`src/rtl/alu_phase_sequencer.sv`:
```
// Sequences one ALU operation at a time through the 17-phase adiabatic datapath:
// opcode decode, one-hot phase walk, capture strobes, zero sampling and response handshake.
module alu_phase_sequencer #(
    parameter int unsigned NPHASE     = 17,
    parameter int unsigned ZERO_PHASE = 10,
    parameter int unsigned OUT_PHASE  = 14,
    parameter int unsigned OPW        = 4
) (
    input  logic              clkpos,
    input  logic              rst_n,
    input  logic              flush,
    input  logic              req_valid,
    output logic              req_ready,
    input  logic [OPW-1:0]    req_op,
    output logic              resp_valid,
    input  logic              resp_ready,
    output logic              resp_zero,
    output logic              resp_err,
    input  logic              zero_in,
    output logic [NPHASE-1:0] phase_en,
    output logic              a_fclk,
    output logic              alu_o_fclk,
    output logic [1:0]        alu_ctrl,
    output logic              sub,
    output logic              stl,
    output logic              adder_cin,
    output logic [1:0]        b_sel,
    output logic              a_sel,
    output logic [1:0]        out_sel
);

    localparam int unsigned PW = $clog2(NPHASE);

    typedef enum logic [1:0] {
        ST_IDLE,
        ST_RUN,
        ST_DONE
    } state_t;

    typedef struct packed {
        logic [1:0] alu_ctrl;
        logic       sub;
        logic       stl;
        logic       adder_cin;
        logic [1:0] b_sel;
        logic       a_sel;
        logic [1:0] out_sel;
    } ctrl_t;

    state_t        r_state;
    state_t        w_state_nxt;
    logic [PW-1:0] r_phase;
    logic [PW-1:0] w_phase_nxt;
    logic          w_accept;
    logic          w_last_phase;
    logic          w_run_legal;
    ctrl_t         w_dec;
    logic          w_dec_illegal;
    ctrl_t         r_ctrl;
    logic          r_illegal;
    logic          r_zero;

    assign w_last_phase = (r_phase == PW'(NPHASE - 1));

    // Opcode decode; anything outside 0..7 yields all-zero controls and the error flag.
    always_comb begin
        w_dec         = '0;
        w_dec_illegal = 1'b0;
        case (req_op)
            OPW'(0): w_dec = '{alu_ctrl: 2'b10, sub: 1'b0, stl: 1'b0, adder_cin: 1'b0,
                               b_sel: 2'b11, a_sel: 1'b1, out_sel: 2'b01};
            OPW'(1): w_dec = '{alu_ctrl: 2'b10, sub: 1'b1, stl: 1'b0, adder_cin: 1'b1,
                               b_sel: 2'b11, a_sel: 1'b1, out_sel: 2'b01};
            OPW'(2): w_dec = '{alu_ctrl: 2'b00, sub: 1'b0, stl: 1'b0, adder_cin: 1'b0,
                               b_sel: 2'b11, a_sel: 1'b1, out_sel: 2'b01};
            OPW'(3): w_dec = '{alu_ctrl: 2'b01, sub: 1'b0, stl: 1'b0, adder_cin: 1'b0,
                               b_sel: 2'b11, a_sel: 1'b1, out_sel: 2'b01};
            OPW'(4): w_dec = '{alu_ctrl: 2'b11, sub: 1'b0, stl: 1'b1, adder_cin: 1'b1,
                               b_sel: 2'b11, a_sel: 1'b1, out_sel: 2'b01};
            OPW'(5): w_dec = '{alu_ctrl: 2'b10, sub: 1'b0, stl: 1'b0, adder_cin: 1'b0,
                               b_sel: 2'b01, a_sel: 1'b1, out_sel: 2'b01};
            OPW'(6): w_dec = '{alu_ctrl: 2'b10, sub: 1'b0, stl: 1'b0, adder_cin: 1'b0,
                               b_sel: 2'b10, a_sel: 1'b0, out_sel: 2'b01};
            OPW'(7): w_dec = '{alu_ctrl: 2'b10, sub: 1'b1, stl: 1'b0, adder_cin: 1'b1,
                               b_sel: 2'b11, a_sel: 1'b1, out_sel: 2'b10};
            default: w_dec_illegal = 1'b1;
        endcase
    end

    always_ff @(posedge clkpos or negedge rst_n) begin
        if (!rst_n) begin
            r_state <= ST_IDLE;
            r_phase <= '0;
        end else begin
            r_state <= w_state_nxt;
            r_phase <= w_phase_nxt;
        end
    end

    // flush overrides both the accept and the normal progression.
    always_comb begin
        w_state_nxt = r_state;
        w_phase_nxt = r_phase;
        req_ready   = 1'b0;
        w_accept    = 1'b0;
        case (r_state)
            ST_IDLE: req_ready = 1'b1;
            ST_RUN: begin
                if (w_last_phase) begin
                    w_state_nxt = ST_DONE;
                end else begin
                    w_phase_nxt = r_phase + PW'(1);
                end
            end
            ST_DONE: begin
                req_ready = resp_ready;
                if (resp_ready) begin
                    w_state_nxt = ST_IDLE;
                end
            end
            default: w_state_nxt = ST_IDLE;
        endcase
        if (flush) begin
            req_ready = 1'b0;
        end
        w_accept = req_valid && req_ready;
        if (w_accept) begin
            w_state_nxt = ST_RUN;
            w_phase_nxt = '0;
        end
        if (flush) begin
            w_state_nxt = ST_IDLE;
        end
    end

    always_ff @(posedge clkpos or negedge rst_n) begin
        if (!rst_n) begin
            r_ctrl    <= '0;
            r_illegal <= 1'b0;
            r_zero    <= 1'b0;
        end else if (!flush) begin
            if (w_accept) begin
                r_ctrl    <= w_dec;
                r_illegal <= w_dec_illegal;
                r_zero    <= 1'b0;
            end else if (r_state == ST_RUN && r_phase == PW'(ZERO_PHASE)) begin
                r_zero <= zero_in;
            end
        end
    end

    assign w_run_legal = (r_state == ST_RUN) && !r_illegal;

    always_comb begin
        phase_en   = '0;
        a_fclk     = 1'b0;
        alu_o_fclk = 1'b0;
        if (w_run_legal) begin
            phase_en   = NPHASE'(1) << r_phase;
            a_fclk     = (r_phase == '0);
            alu_o_fclk = (r_phase == PW'(OUT_PHASE));
        end
    end

    assign resp_valid = (r_state == ST_DONE);
    assign resp_zero  = r_zero;
    assign resp_err   = r_illegal;
    assign alu_ctrl   = r_ctrl.alu_ctrl;
    assign sub        = r_ctrl.sub;
    assign stl        = r_ctrl.stl;
    assign adder_cin  = r_ctrl.adder_cin;
    assign b_sel      = r_ctrl.b_sel;
    assign a_sel      = r_ctrl.a_sel;
    assign out_sel    = r_ctrl.out_sel;

endmodule

```
`config.mk`:
```
export PLATFORM = sky130hd
export DESIGN_NAME = alu_phase_sequencer
export DESIGN_NICKNAME = d
export VERILOG_FILES = /design/src/rtl/alu_phase_sequencer.sv
export SDC_FILE = /design/constraint.sdc
export NUM_CORES = 1
export LEC_CHECK = 0
export ABC_CLOCK_PERIOD_IN_PS = 1800
export BUFFER_PORTS_ARGS = -buffer_cell sky130_fd_sc_hd__buf_2
export CAP_MARGIN = 20
export CORE_MARGIN = 1
export CORE_UTILIZATION = 49
export CTS_CLUSTER_DIAMETER = 100
export DETAILED_ROUTE_END_ITERATION = 10
export PLACE_DENSITY = 0.79
export SYNTH_ARGS = -nofsm -noshare
export SYNTH_HDL_FRONTEND = slang
export SYNTH_SLANG_ARGS = --single-unit
```
`constraint.sdc`:
```
create_clock -name clkpos -period 1.8 [get_ports clkpos]
set_input_delay 0.36 -clock clkpos [delete_from_list [all_inputs] [get_ports clkpos]]
set_output_delay 0.36 -clock clkpos [all_outputs]
set_load 0.02 [all_outputs]
```
==> impl_metrics.py <==
metrics = {
    "power_and_ir_drop": {
        "p_leak_nw": 0.860,
        "power_frac_comb": 0.497,
        "p_int_uw": 985,
        "swShare": 0.371,
        "p_sw_uw": 582,
        "ir_worst_vdd_mv": 0.628,
        "power_mw": 1.57,
        "clkPwrFrac": 0.158,
        "seq_power_share": 0.345,
        "p_per_area_nw_per_um2": 885,
    },
    "sta": {
        "finClkSkew_ns": 0.00124,
        "slew_headroom": 0.731,
        "fin_crit_ns": 2.08,
        "post-route-period-util": 1.16,
        "rsz0062_at_grt": "true",
        "setup_ws_ns": -0.280,
        "maxSlewViolCount": 0,
        "finalHoldViolations": 0,
        "max_freq_ghz": 0.481,
        "setup_viol": 19,
        "tightest_slew_ns": 0.404,
    },
    "clocking": {
        "cts_tree": "built",
        "path_clk_slew_ns": 0.10,
        "root_buffer": "clkbuf_4",
        "clockBufferDepth": 2,
        "htree_levels": 1,
        "clock-sinks": 18,
        "worstSkewPairLatency_ns": 0.29,
        "cts_buffers": 3,
    },
    "synthesis": {
        "synthTopCellsByArea": "dfrtp_1 (37%), ha_1 (6.2%), mux2_4 (5.0%)",
        "async_flop_share": 1.00,
        "syn_area_um2": 1200,
        "yosysWarnings": 0,
        "postSynthRegisterBits": 18,
        "synth_top_area_cell": "dfrtp_1",
        "syn_nets": 141,
        "synth_common_cells": "dfrtp_1 (18), nor2_1 (10), a21oi_1 (8)",
        "ys_seq_area_frac": 0.374,
        "yosysMostFrequentCell": "dfrtp_1",
        "synth.distinct_cells": 40,
        "synth_cells": 125,
        "synth-edff-count": 0,
        "yosysTopAreaCellShare": 0.374,
        "syn-mean-instance-area_um2": 9.63,
        "synthFlopType": "dfrtp_1",
    },
    "min_path": {
        "hp-start": "flush",
        "hold_path.class": "primary input to flop",
    },
    "place": {
        "port-buffer-count": 42,
        "dp_slack_ns": -0.0186,
        "dpl.cell_count": 202,
        "place_hpwl_um": 2110,
        "place.gp.congestion": 0.817,
    },
    "global_route": {
        "grt_overflow": 0,
        "antenna_found_initial": 0,
        "grt_pass1_vias": 1088,
        "grt_pass1_wl_um": 4740,
        "grt_usage": 0.241,
        "grt_max_degree": 19,
    },
    "detailed_routing": {
        "antenna_left": 0,
        "via_per_inst": 5.30,
        "vias": 1129,
        "wl_um": 2950,
        "routedWlPerCell_um": 13.8,
        "drt-pass1-iter-count": 4,
        "drtIter0Drc": 19,
        "route.detailed.drc": 0,
    },
    "outcome": {
        "outcome": "finished with violations",
        "violations": "negative setup slack",
    },
    "worst_setup_path": {
        "critPathLaunch": "r_phase[0]",
        "endpoint_kind": "primary output",
        "r2r_start": "r_phase[0]",
        "crit_required_ns": 1.44,
        "crit_fanout": 5,
        "cp.arrival_ns": 1.72,
        "worstSetupPathType": "flop to primary output",
        "cp-start-kind": "flop",
    },
    "floorplan": {
        "die_w_um": 51.6,
        "coreArea_um2": 2250,
        "die_area_um2": 2660,
        "die_y_um": 51.6,
        "num_io_pins": 43,
        "start_util": 0.534,
        "fp-row-count": 17,
    },
    "cells_and_area": {
        "antennaDiodeCount": 0,
        "layout-drive-gt1-share": 0.514,
        "syn_to_final_growth_pct": 47.1,
        "final_nets": 202,
        "fin_cells": 213,
    },
    "job": {
        "drv_cap": 0,
    },
}
## cell families (layout without fill, tap and decap cells)
family | after synthesis | in the layout | share of synthesized area
fa+ha+maj | 6 | 6 | 0.0624
xor+xnor | 1 | 1 | 0.00728
simple gates | 57 | 57 | 0.296
buf+inv | 14 | 74 | 0.0624
mux | 9 | 9 | 0.0956
flops | 18 | 18 | 0.374
compound gates | 20 | 20 | 0.102
## layout make-up
type	count	area [um2]
Clock buffer	4	36.3
Fill cell	154	484
Inverter	6	22.5
Multi-Input combinational cell	93	764
Sequential cell	18	452
Tap cell	28	35.0
Timing Repair Buffer	64	460
## routing by layer
metal | GRT usage | up-vias | part of all wire
met5 | 0 | - | 0
met1 | 0.271 | 524 | 0.43
li1 | - | 565 | -
met4 | 0.104 | 0 | 0.011
met3 | 0.0205 | 4 | 0.033
met2 | 0.457 | 36 | 0.53
## power groups by stage
stage / Clock, mW / Sequential (mW) / Combinational, mW
2_1_floorplan: 0 / 0.594 / 0.317
3_3_place_gp: 0 / 0.538 / 0.565
3_5_place_dp: 0 / 0.540 / 0.584
4_1_cts: 0.258 / 0.538 / 0.678
5_1_grt: 0.266 / 0.552 / 0.838
6_report: 0.247 / 0.541 / 0.779
## metrics by stage
stage	cell area [um2]	util	hold slack (ns)	setup TNS, ns
floorplan	1210	-	0.0644	-0.0967
CTS	1670	0.742	0.257	-3.96
detailed placement	1510	0.671	0.315	-0.0186
global route	1770	0.785	0.262	-5.01
finish	1770	0.785	0.266	-3.68
global placement	1510	0.671	0.308	0
## cell usage in the layout (no fill, tap or decap), types with 5 or more instances in the layout
cell and instances:
buf_4 24, buf_6 12, a21oi_1 8, buf_2 27, nand3_1 6, nor2_1 8
and2_1 5, and3_1 5, dfrtp_1 17
## sequential cells by signal (all words and copies together) (netlist names)
name       cells
sub            1
adder_cin      1
resp_zero      1
r_state        2
out_sel        2
resp_err       1
r_phase        5
b_sel          2
stl            1
alu_ctrl       2
## critical path, cell delays in order, from the launching register on
cell and delay [ns]:
dfrtp_1 0.40, inv_2 0.09, buf_6 0.11, ha_4 0.11
nor2b_4 0.14, nand3b_1 0.20, nor3_2 0.22, buf_4 0.16
## final timing paths
check                              end  slack [ns]  depth (start not counted)
min in group asynchronous          stl        0.52                          2
min reg2reg                  adder_cin        0.49                          1
max in group asynchronous   r_phase[3]        0.97                          2
min                         r_state[1]        0.27                          2
max                        phase_en[2]       -0.28                          7
max reg2reg                 r_phase[2]        0.19                          5
## timing repair
| action | CTS | global route |
|---|---|---|
| resized for setup | 25 | 18 |
| buffers inserted | 3 | 4 |
| hold buffers | 1 | 0 |
| setup endpoints to repair | 19 | 19 |
| pin swaps | 11 | 7 |
| endpoints found under the hold margin | 18 | 0 |
No activity file was read; power rests on OpenSTA's default activity.
